<file path="src/rtl/cache_ctrl_pipe_if.sv">
// Bundle of CPU request/response, cache array and RAM handshake signals for cache_ctrl_pipe.
// master = controller side, slave = CPU/array/RAM side.
interface cache_ctrl_pipe_if #(
  parameter int DATA_W = 8,
  parameter int ADDR_W = 8
);
  // req: accepted on a rising edge where req_valid & req_ready; rsp_valid is a one-cycle pulse, no backpressure.
  // ram: ram_req held until ram_ack (completes that cycle) or until the controller times out and drops it.
  logic              req_valid;
  logic              req_ready;
  logic [1:0]        req_op;
  logic              req_ind;
  logic [ADDR_W-1:0] req_addr;
  logic [DATA_W-1:0] req_wdata;
  logic              rsp_valid;
  logic              rsp_err;
  logic [DATA_W-1:0] rsp_rdata;
  logic [ADDR_W-1:0] cache_addr;
  logic [1:0]        cache_op;
  logic              cache_wsel;
  logic [DATA_W-1:0] cache_wdata;
  logic              cache_hit;
  logic              cache_clean;
  logic [DATA_W-1:0] cache_rdata;
  logic              ram_req;
  logic              ram_we;
  logic              ram_ack;
  logic [DATA_W-1:0] ram_rdata;

  modport master (
    input  req_valid, req_op, req_ind, req_addr, req_wdata,
    input  cache_hit, cache_clean, cache_rdata, ram_ack, ram_rdata,
    output req_ready, rsp_valid, rsp_err, rsp_rdata,
    output cache_addr, cache_op, cache_wsel, cache_wdata, ram_req, ram_we
  );

  modport slave (
    output req_valid, req_op, req_ind, req_addr, req_wdata,
    output cache_hit, cache_clean, cache_rdata, ram_ack, ram_rdata,
    input  req_ready, rsp_valid, rsp_err, rsp_rdata,
    input  cache_addr, cache_op, cache_wsel, cache_wdata, ram_req, ram_we
  );
endinterface

</file>
<file path="src/rtl/cache_ctrl_pipe.sv">
// Direct-mapped write-back cache controller with RAM timeout and one level of indirection.
// Optional hit/miss statistics counters when CACHE_STATS_EN is defined.
module cache_ctrl_pipe #(
  parameter int DATA_W      = 8,
  parameter int ADDR_W      = 8,
`ifdef CACHE_STATS_EN
  parameter int STAT_W      = 16,
`endif
  parameter int RAM_TIMEOUT = 16
) (
  input  logic               clk,
  input  logic               rst_n,
  cache_ctrl_pipe_if.master  bus,
`ifdef CACHE_STATS_EN
  output logic [STAT_W-1:0]  hit_cnt,
  output logic [STAT_W-1:0]  miss_cnt,
`endif
  output logic [3:0]         dbg_state
);
  typedef enum logic [3:0] {
    S_IDLE, S_CLEAR, S_LOOKUP, S_CHECK, S_EVICT, S_FILL, S_REFILL, S_IND_PTR, S_CWRITE, S_DONE
  } state_e;

  localparam logic [1:0] OP_CLEAR = 2'b00, OP_RSVD = 2'b01, OP_READ = 2'b10;
  localparam logic [1:0] C_CLEAR = 2'b00, C_LOOKUP = 2'b01, C_HOLD = 2'b10, C_WRITE = 2'b11;
  localparam int TW = $clog2(RAM_TIMEOUT + 2);
  localparam logic [TW-1:0] TMO_LAST = TW'((RAM_TIMEOUT > 0) ? RAM_TIMEOUT - 1 : 0);

  state_e            state_q, state_d;
  logic [ADDR_W-1:0] addr_q, addr_d;
  logic [DATA_W-1:0] wdata_q, wdata_d;
  logic [1:0]        op_q, op_d;
  logic              ind_q, ind_d;
  logic              err_q, err_d;
  logic [TW-1:0]     tmo_q, tmo_d;
  logic              read_like;
  logic              tmo_expired;

  // A pending pointer fetch behaves like a read: misses must bring the line in.
  assign read_like   = (op_q == OP_READ) || ind_q;
  assign tmo_expired = (RAM_TIMEOUT != 0) && (tmo_q == TMO_LAST);
  assign dbg_state   = state_q;

  always_comb begin
    state_d = state_q;
    addr_d  = addr_q;
    wdata_d = wdata_q;
    op_d    = op_q;
    ind_d   = ind_q;
    err_d   = err_q;
    tmo_d   = tmo_q;
    bus.req_ready   = 1'b0;
    bus.rsp_valid   = 1'b0;
    bus.rsp_err     = 1'b0;
    bus.rsp_rdata   = '0;
    bus.cache_addr  = addr_q;
    bus.cache_op    = C_HOLD;
    bus.cache_wsel  = 1'b0;
    bus.cache_wdata = wdata_q;
    bus.ram_req     = 1'b0;
    bus.ram_we      = 1'b0;
    unique case (state_q)
      S_IDLE: begin
        bus.req_ready   = 1'b1;
        bus.cache_addr  = '0;
        bus.cache_wdata = '0;
        if (bus.req_valid) begin
          addr_d  = bus.req_addr;
          wdata_d = bus.req_wdata;
          op_d    = bus.req_op;
          ind_d   = bus.req_ind;
          err_d   = 1'b0;
          if (bus.req_op == OP_CLEAR)     state_d = S_CLEAR;
          else if (bus.req_op == OP_RSVD) begin
            err_d   = 1'b1;
            state_d = S_DONE;
          end
          else                            state_d = S_LOOKUP;
        end
      end
      S_CLEAR: begin
        bus.cache_op  = C_CLEAR;
        bus.rsp_valid = 1'b1;
        state_d       = S_IDLE;
      end
      S_LOOKUP: begin
        bus.cache_op = C_LOOKUP;
        state_d      = S_CHECK;
      end
      S_CHECK: begin
        if (bus.cache_hit) begin
          if (ind_q)                 state_d = S_IND_PTR;
          else if (op_q == OP_READ)  state_d = S_DONE;
          else                       state_d = S_CWRITE;
        end else if (!bus.cache_clean) begin
          state_d = S_EVICT;
          tmo_d   = '0;
        end else if (read_like) begin
          state_d = S_FILL;
          tmo_d   = '0;
        end else begin
          state_d = S_CWRITE;
        end
      end
      S_EVICT: begin
        bus.ram_req = 1'b1;
        bus.ram_we  = 1'b1;
        if (bus.ram_ack) begin
          if (read_like) begin
            state_d = S_FILL;
            tmo_d   = '0;
          end else begin
            state_d = S_CWRITE;
          end
        end else if (tmo_expired) begin
          err_d   = 1'b1;
          state_d = S_DONE;
        end else begin
          tmo_d = tmo_q + TW'(1);
        end
      end
      S_FILL: begin
        bus.ram_req = 1'b1;
        if (bus.ram_ack) begin
          state_d = S_REFILL;
        end else if (tmo_expired) begin
          err_d   = 1'b1;
          state_d = S_DONE;
        end else begin
          tmo_d = tmo_q + TW'(1);
        end
      end
      S_REFILL: begin
        bus.cache_op   = C_WRITE;
        bus.cache_wsel = 1'b1;
        state_d        = S_CHECK;
      end
      S_IND_PTR: begin
        addr_d  = bus.cache_rdata[ADDR_W-1:0];
        ind_d   = 1'b0;
        state_d = S_LOOKUP;
      end
      S_CWRITE: begin
        bus.cache_op = C_WRITE;
        state_d      = S_DONE;
      end
      S_DONE: begin
        bus.rsp_valid = 1'b1;
        bus.rsp_err   = err_q;
        bus.rsp_rdata = bus.cache_rdata;
        state_d       = S_IDLE;
      end
      default: state_d = S_IDLE;
    endcase
  end

  always_ff @(posedge clk) begin
    if (!rst_n) begin
      state_q <= S_IDLE;
      addr_q  <= '0;
      wdata_q <= '0;
      op_q    <= '0;
      ind_q   <= 1'b0;
      err_q   <= 1'b0;
      tmo_q   <= '0;
    end else begin
      state_q <= state_d;
      addr_q  <= addr_d;
      wdata_q <= wdata_d;
      op_q    <= op_d;
      ind_q   <= ind_d;
      err_q   <= err_d;
      tmo_q   <= tmo_d;
    end
  end

`ifdef CACHE_STATS_EN
  logic [STAT_W-1:0] hit_q, hit_d, miss_q, miss_d;
  logic              refill_q, refill_d;

  // The CHECK right after REFILL always hits and is not a new access, so it is skipped.
  always_comb begin
    hit_d    = hit_q;
    miss_d   = miss_q;
    refill_d = (state_q == S_REFILL);
    if (state_q == S_CLEAR) begin
      hit_d  = '0;
      miss_d = '0;
    end else if (state_q == S_CHECK && !refill_q) begin
      if (bus.cache_hit) begin
        if (hit_q != '1) hit_d = hit_q + STAT_W'(1);
      end else begin
        if (miss_q != '1) miss_d = miss_q + STAT_W'(1);
      end
    end
  end

  always_ff @(posedge clk) begin
    if (!rst_n) begin
      hit_q    <= '0;
      miss_q   <= '0;
      refill_q <= 1'b0;
    end else begin
      hit_q    <= hit_d;
      miss_q   <= miss_d;
      refill_q <= refill_d;
    end
  end

  assign hit_cnt  = hit_q;
  assign miss_cnt = miss_q;
`endif
endmodule

</file>
<file path="src/flat_wrapper.sv">
// flat-port wrapper written by rule: the top's interface ports become plain ports
module cache_ctrl_pipe_flat 
#(
  parameter int DATA_W      = 8,
  parameter int ADDR_W      = 8,

  parameter int RAM_TIMEOUT = 16
)
  (clk, rst_n, dbg_state, bus_req_valid, bus_req_op, bus_req_ind, bus_req_addr, bus_req_wdata, bus_cache_hit, bus_cache_clean, bus_cache_rdata, bus_ram_ack, bus_ram_rdata, bus_req_ready, bus_rsp_valid, bus_rsp_err, bus_rsp_rdata, bus_cache_addr, bus_cache_op, bus_cache_wsel, bus_cache_wdata, bus_ram_req, bus_ram_we);
  cache_ctrl_pipe_if #(.DATA_W(DATA_W), .ADDR_W(ADDR_W)) bus_i ();
  input  logic clk;
  input  logic rst_n;
  output logic [3:0] dbg_state;
  input wire logic [$bits(bus_i.req_valid)-1:0] bus_req_valid;
  input wire logic [$bits(bus_i.req_op)-1:0] bus_req_op;
  input wire logic [$bits(bus_i.req_ind)-1:0] bus_req_ind;
  input wire logic [$bits(bus_i.req_addr)-1:0] bus_req_addr;
  input wire logic [$bits(bus_i.req_wdata)-1:0] bus_req_wdata;
  input wire logic [$bits(bus_i.cache_hit)-1:0] bus_cache_hit;
  input wire logic [$bits(bus_i.cache_clean)-1:0] bus_cache_clean;
  input wire logic [$bits(bus_i.cache_rdata)-1:0] bus_cache_rdata;
  input wire logic [$bits(bus_i.ram_ack)-1:0] bus_ram_ack;
  input wire logic [$bits(bus_i.ram_rdata)-1:0] bus_ram_rdata;
  output wire logic [$bits(bus_i.req_ready)-1:0] bus_req_ready;
  output wire logic [$bits(bus_i.rsp_valid)-1:0] bus_rsp_valid;
  output wire logic [$bits(bus_i.rsp_err)-1:0] bus_rsp_err;
  output wire logic [$bits(bus_i.rsp_rdata)-1:0] bus_rsp_rdata;
  output wire logic [$bits(bus_i.cache_addr)-1:0] bus_cache_addr;
  output wire logic [$bits(bus_i.cache_op)-1:0] bus_cache_op;
  output wire logic [$bits(bus_i.cache_wsel)-1:0] bus_cache_wsel;
  output wire logic [$bits(bus_i.cache_wdata)-1:0] bus_cache_wdata;
  output wire logic [$bits(bus_i.ram_req)-1:0] bus_ram_req;
  output wire logic [$bits(bus_i.ram_we)-1:0] bus_ram_we;
  assign bus_i.req_valid = bus_req_valid;
  assign bus_i.req_op = bus_req_op;
  assign bus_i.req_ind = bus_req_ind;
  assign bus_i.req_addr = bus_req_addr;
  assign bus_i.req_wdata = bus_req_wdata;
  assign bus_i.cache_hit = bus_cache_hit;
  assign bus_i.cache_clean = bus_cache_clean;
  assign bus_i.cache_rdata = bus_cache_rdata;
  assign bus_i.ram_ack = bus_ram_ack;
  assign bus_i.ram_rdata = bus_ram_rdata;
  assign bus_req_ready = bus_i.req_ready;
  assign bus_rsp_valid = bus_i.rsp_valid;
  assign bus_rsp_err = bus_i.rsp_err;
  assign bus_rsp_rdata = bus_i.rsp_rdata;
  assign bus_cache_addr = bus_i.cache_addr;
  assign bus_cache_op = bus_i.cache_op;
  assign bus_cache_wsel = bus_i.cache_wsel;
  assign bus_cache_wdata = bus_i.cache_wdata;
  assign bus_ram_req = bus_i.ram_req;
  assign bus_ram_we = bus_i.ram_we;
  cache_ctrl_pipe #(.DATA_W(DATA_W), .ADDR_W(ADDR_W), .RAM_TIMEOUT(RAM_TIMEOUT)) u_core (.clk(clk), .rst_n(rst_n), .bus(bus_i), .dbg_state(dbg_state));
endmodule
</file>
<file path="config.mk">
export PLATFORM = sky130hd
export DESIGN_NAME = cache_ctrl_pipe_flat
export DESIGN_NICKNAME = d
export VERILOG_FILES = /design/src/rtl/cache_ctrl_pipe_if.sv /design/src/rtl/cache_ctrl_pipe.sv /design/src/flat_wrapper.sv
export SDC_FILE = /design/constraint.sdc
export NUM_CORES = 1
export LEC_CHECK = 0
export ABC_AREA = 1
export CORE_ASPECT_RATIO = 0.8
export CORE_MARGIN = 2
export CORE_UTILIZATION = 45
export DETAILED_ROUTE_END_ITERATION = 8
export GPL_ROUTABILITY_DRIVEN = 1
export PLACE_DENSITY = 0.86
export SLEW_MARGIN = 20
export SYNTH_ARGS = -nofsm -noshare
export SYNTH_HDL_FRONTEND = slang
export SYNTH_SLANG_ARGS = --single-unit
export TNS_END_PERCENT = 20
</file>
<file path="constraint.sdc">
create_clock -name clk -period 2.2 [get_ports clk]
set_input_delay 0.22 -clock clk [delete_from_list [all_inputs] [get_ports clk]]
set_output_delay 0.22 -clock clk [all_outputs]
set_load 0.01 [all_outputs]
</file>
==> metrics, run 1 <==
global route total overflow 0; Reg clk slew, reported paths 0.07 ns; WP data required 1.98 ns; fraction of layout cells with a size suffix above 1 9.71%; mux contribution to synthesized area 0%; dpl ws 0.345 ns; Startpoint Class register; Clock Latency Late Sink 0.28 ns; clk buf depth 2; drt drc 0; Leakage 0.00110 uW; Area Overhead vs Synth 47.5%; number of failing hold endpoints at the final stage 0; XOR/XNOR Fraction of Synth Area 0%; top-count cell post-synth nor2_1; Layout Utilization 67.9%; syn_area_per_cell 6.20 um^2; port bufs 68; Worst Skew 0.00431 ns; Seq cells post-synth 29; root buffer cell clkbuf_8; clock sinks 29; first-pass GRT wire length 7420 um; ys flop type dfxtp_1; maxcap violations 0; EDFF count, synth 0; VDD IR max 0.351 mV; CP Max Fanout 18; Synth top cells by count nor2_1 (56), nand2_1 (49), inv_1 (43); Synth Area in Simple Gates 36.2%; max incr delay on CP 0.60 ns; Synth async-reset ratio 0%; wire per inst 11.7 um; synth warn 0; number of fill cells 328; Crit Path Class register to output port; via density per instance 4.97; Worst R2R Start u_core.tmo_q[0]; CTS HTree Levels 2; Critical path origin u_core.dbg_state[1]; Synth top area share 33.8%; I/O pin count 77; vias in the first global route 1708; Least-Margin Pin Slew 0.524 ns; placed cell area 0.00244 mm^2; Detailed Place HPWL 3430 um; sequential fraction of the synthesis area 33.8%; WHS 0.452 ns; setup_tns 0 ns; DIE AREA 0.00433 mm^2; Core ar. 0.00373 mm^2; post-route ant nets 0; status complete, no violations; Hold Crit Endpoint u_core.wdata_q[5]; Synth area leader dfxtp_1; Syn Inst Count 277; die height 59.2 um; unique cell type count in the Yosys netlist 31; Max Fclk 0.470 GHz; largest family of logic cells by synthesized area simple AND/OR/NAND/NOR gates; row count 20; Initial Utilization 46.0%; die width 73.1 um; Synth Area in Compound Gates 15.7%; Inserted Clock Buffers 5; worst reg2reg setup slack 0.57 ns; worst reg-to-reg path cell count 5; largest net degree at the start of global routing 22; setup repair bufs after CTS 0; largest cells by area after synthesis dfxtp_1 (34%), nor2_1 (12%), nand2_1 (11%), inv_1 (9.4%), a21oi_1 (6.7%); Hold Crit Start u_core.wdata_q[5]; WHS Path Cells 2; critical path, cell by cell nor2_1 > nand2_2 > inv_2 > clkdlybuf4s50_1; First-pass DRT Iterations 4; Tcrit/Tclk final 96.8%; Hold Crit Class register to register; initial antenna violation count 0; worst reg2reg endpoint u_core.dbg_state[2]; Mapped Area 0.00172 mm^2; Post-Route WL 4630 um; Ant. Diodes 0; syn_nets 319; Final #Nets 391; PD cells 663 mW/mm^2; CTS tree built; post-layout instance area 0.00253 mm^2; fin worst setup slack 0.0709 ns; Max Slew Vio Count 0; CTS Hold Bufs 0; RD Place Congestion 0.872; unrepaired setup endpoints after global routing yes; Slew Limit Headroom 65.0%; GR Util All Layers 21.9%; critical path endpoint category output port; adder-cell share of the synthesized area 0.729%; Iteration-0 DRC Markers 133; Crit-path slowest cell clkdlybuf4s50_1; Tmin final 2.13 ns; Setup-failing EPs final 0; CP arrival 1.91 ns; routed via count 1958
per-layer routing:
metal	vias to the layer above	wire length, um	track usage, %
met5	-	0	0
met1	863	2090	28.5
met4	0	45	6.35
met2	77	2090	35.1
met3	5	398	6.80
li1	1013	-	-
layout by cell type (no fill, tap or decap), types with 2 or more instances in the layout:
cell / instances
a21oi_1: 23
a31oi_1: 8
buf_4: 4
clkbuf_8: 5
clkdlybuf4s50_1: 68
clkinv_2: 3
dfxtp_1: 27
dfxtp_2: 2
inv_1: 43
inv_2: 6
nand2_1: 48
nand2_2: 5
nand3_1: 20
nand3_2: 2
nand4_1: 2
nor2_1: 56
nor2_4: 2
o21ai_0: 4
o21ai_1: 9
logic make-up after synthesis:
| group | after synthesis |
|---|---|
| compound gates | 49 |
| fa+ha+maj | 1 |
| buf+inv | 58 |
| flops | 29 |
| simple gates | 140 |
state kept, by name (all words and copies together), names as in the netlist:
signal            flops
u_core.wdata_q        8
u_core.err_q          1
u_core.tmo_q          5
u_core.op_q           2
u_core.addr_q         8
u_core.dbg_state      4
u_core.ind_q          1
final cells by class:
cell class | instances | area [um^2] | area share, %
clock buffer | 5 | 68.8 | 2.72
clock inverter | 3 | 17.5 | 0.692
inverter | 51 | 193 | 7.61
multi-input combinational | 190 | 905 | 35.7
sequential | 29 | 583 | 23.0
tap | 44 | 55.1 | 2.17
timing repair buffer | 72 | 711 | 28.1
stage by stage:
| step | instances | total power [uW] |
|---|---|---|
| 2_1_floorplan | 277 | 983 |
| 3_3_place_gp | 386 | 1240 |
| 3_5_place_dp | 386 | 1250 |
| 4_1_cts | 394 | 1680 |
| 6_report | 394 | 1680 |
| 5_1_grt | 394 | 1780 |
how the worst max path moves through the flow:
stage | depth (start not counted) | to | slack [ns]
2_1_floorplan | 4 | bus_rsp_err | 0.60
3_5_place_dp | 4 | bus_rsp_rdata[0] | 0.35
6_report | 4 | bus_req_ready | 0.07
3_3_place_gp | 4 | bus_rsp_err | 0.36
5_1_grt | 4 | bus_req_ready | -0.05
4_1_cts | 5 | bus_cache_addr[3] | 0.02
timing repair:
action	4_1_cts	5_1_grt
endpoints found under the hold margin	0	0
gates resized for setup	0	3
setup endpoints to repair	0	22
worst max-delay path: cells and delay by family, from the launching register on:
| kind | cells | cell delay (ns) |
|---|---|---|
| buf+inv | 2 | 0.88 |
| simple gates | 2 | 0.38 |
| flops | 1 | 0.36 |
power by group:
| group | switching, uW | total, uW | internal, uW |
|---|---|---|---|
| Clock | 217 | 435 | 218 |
| Sequential | 34.6 | 625 | 590 |
| Combinational | 342 | 619 | 277 |
| Total | 594 | 1680 | 1090 |
No activity file was read; power rests on OpenSTA's default activity.
==> run 2: changes to the inputs <==
Settings changed: CTS_CLUSTER_SIZE set to 20.
==> results of run 2 <==
The final DEF is identical to that of run 1; final timing and power are the same.
==> run 3: changes to the inputs <==
Settings changed: CAP_MARGIN set to 40.
==> results of run 3 <==
The final DEF is identical to that of run 1; final timing and power are the same.
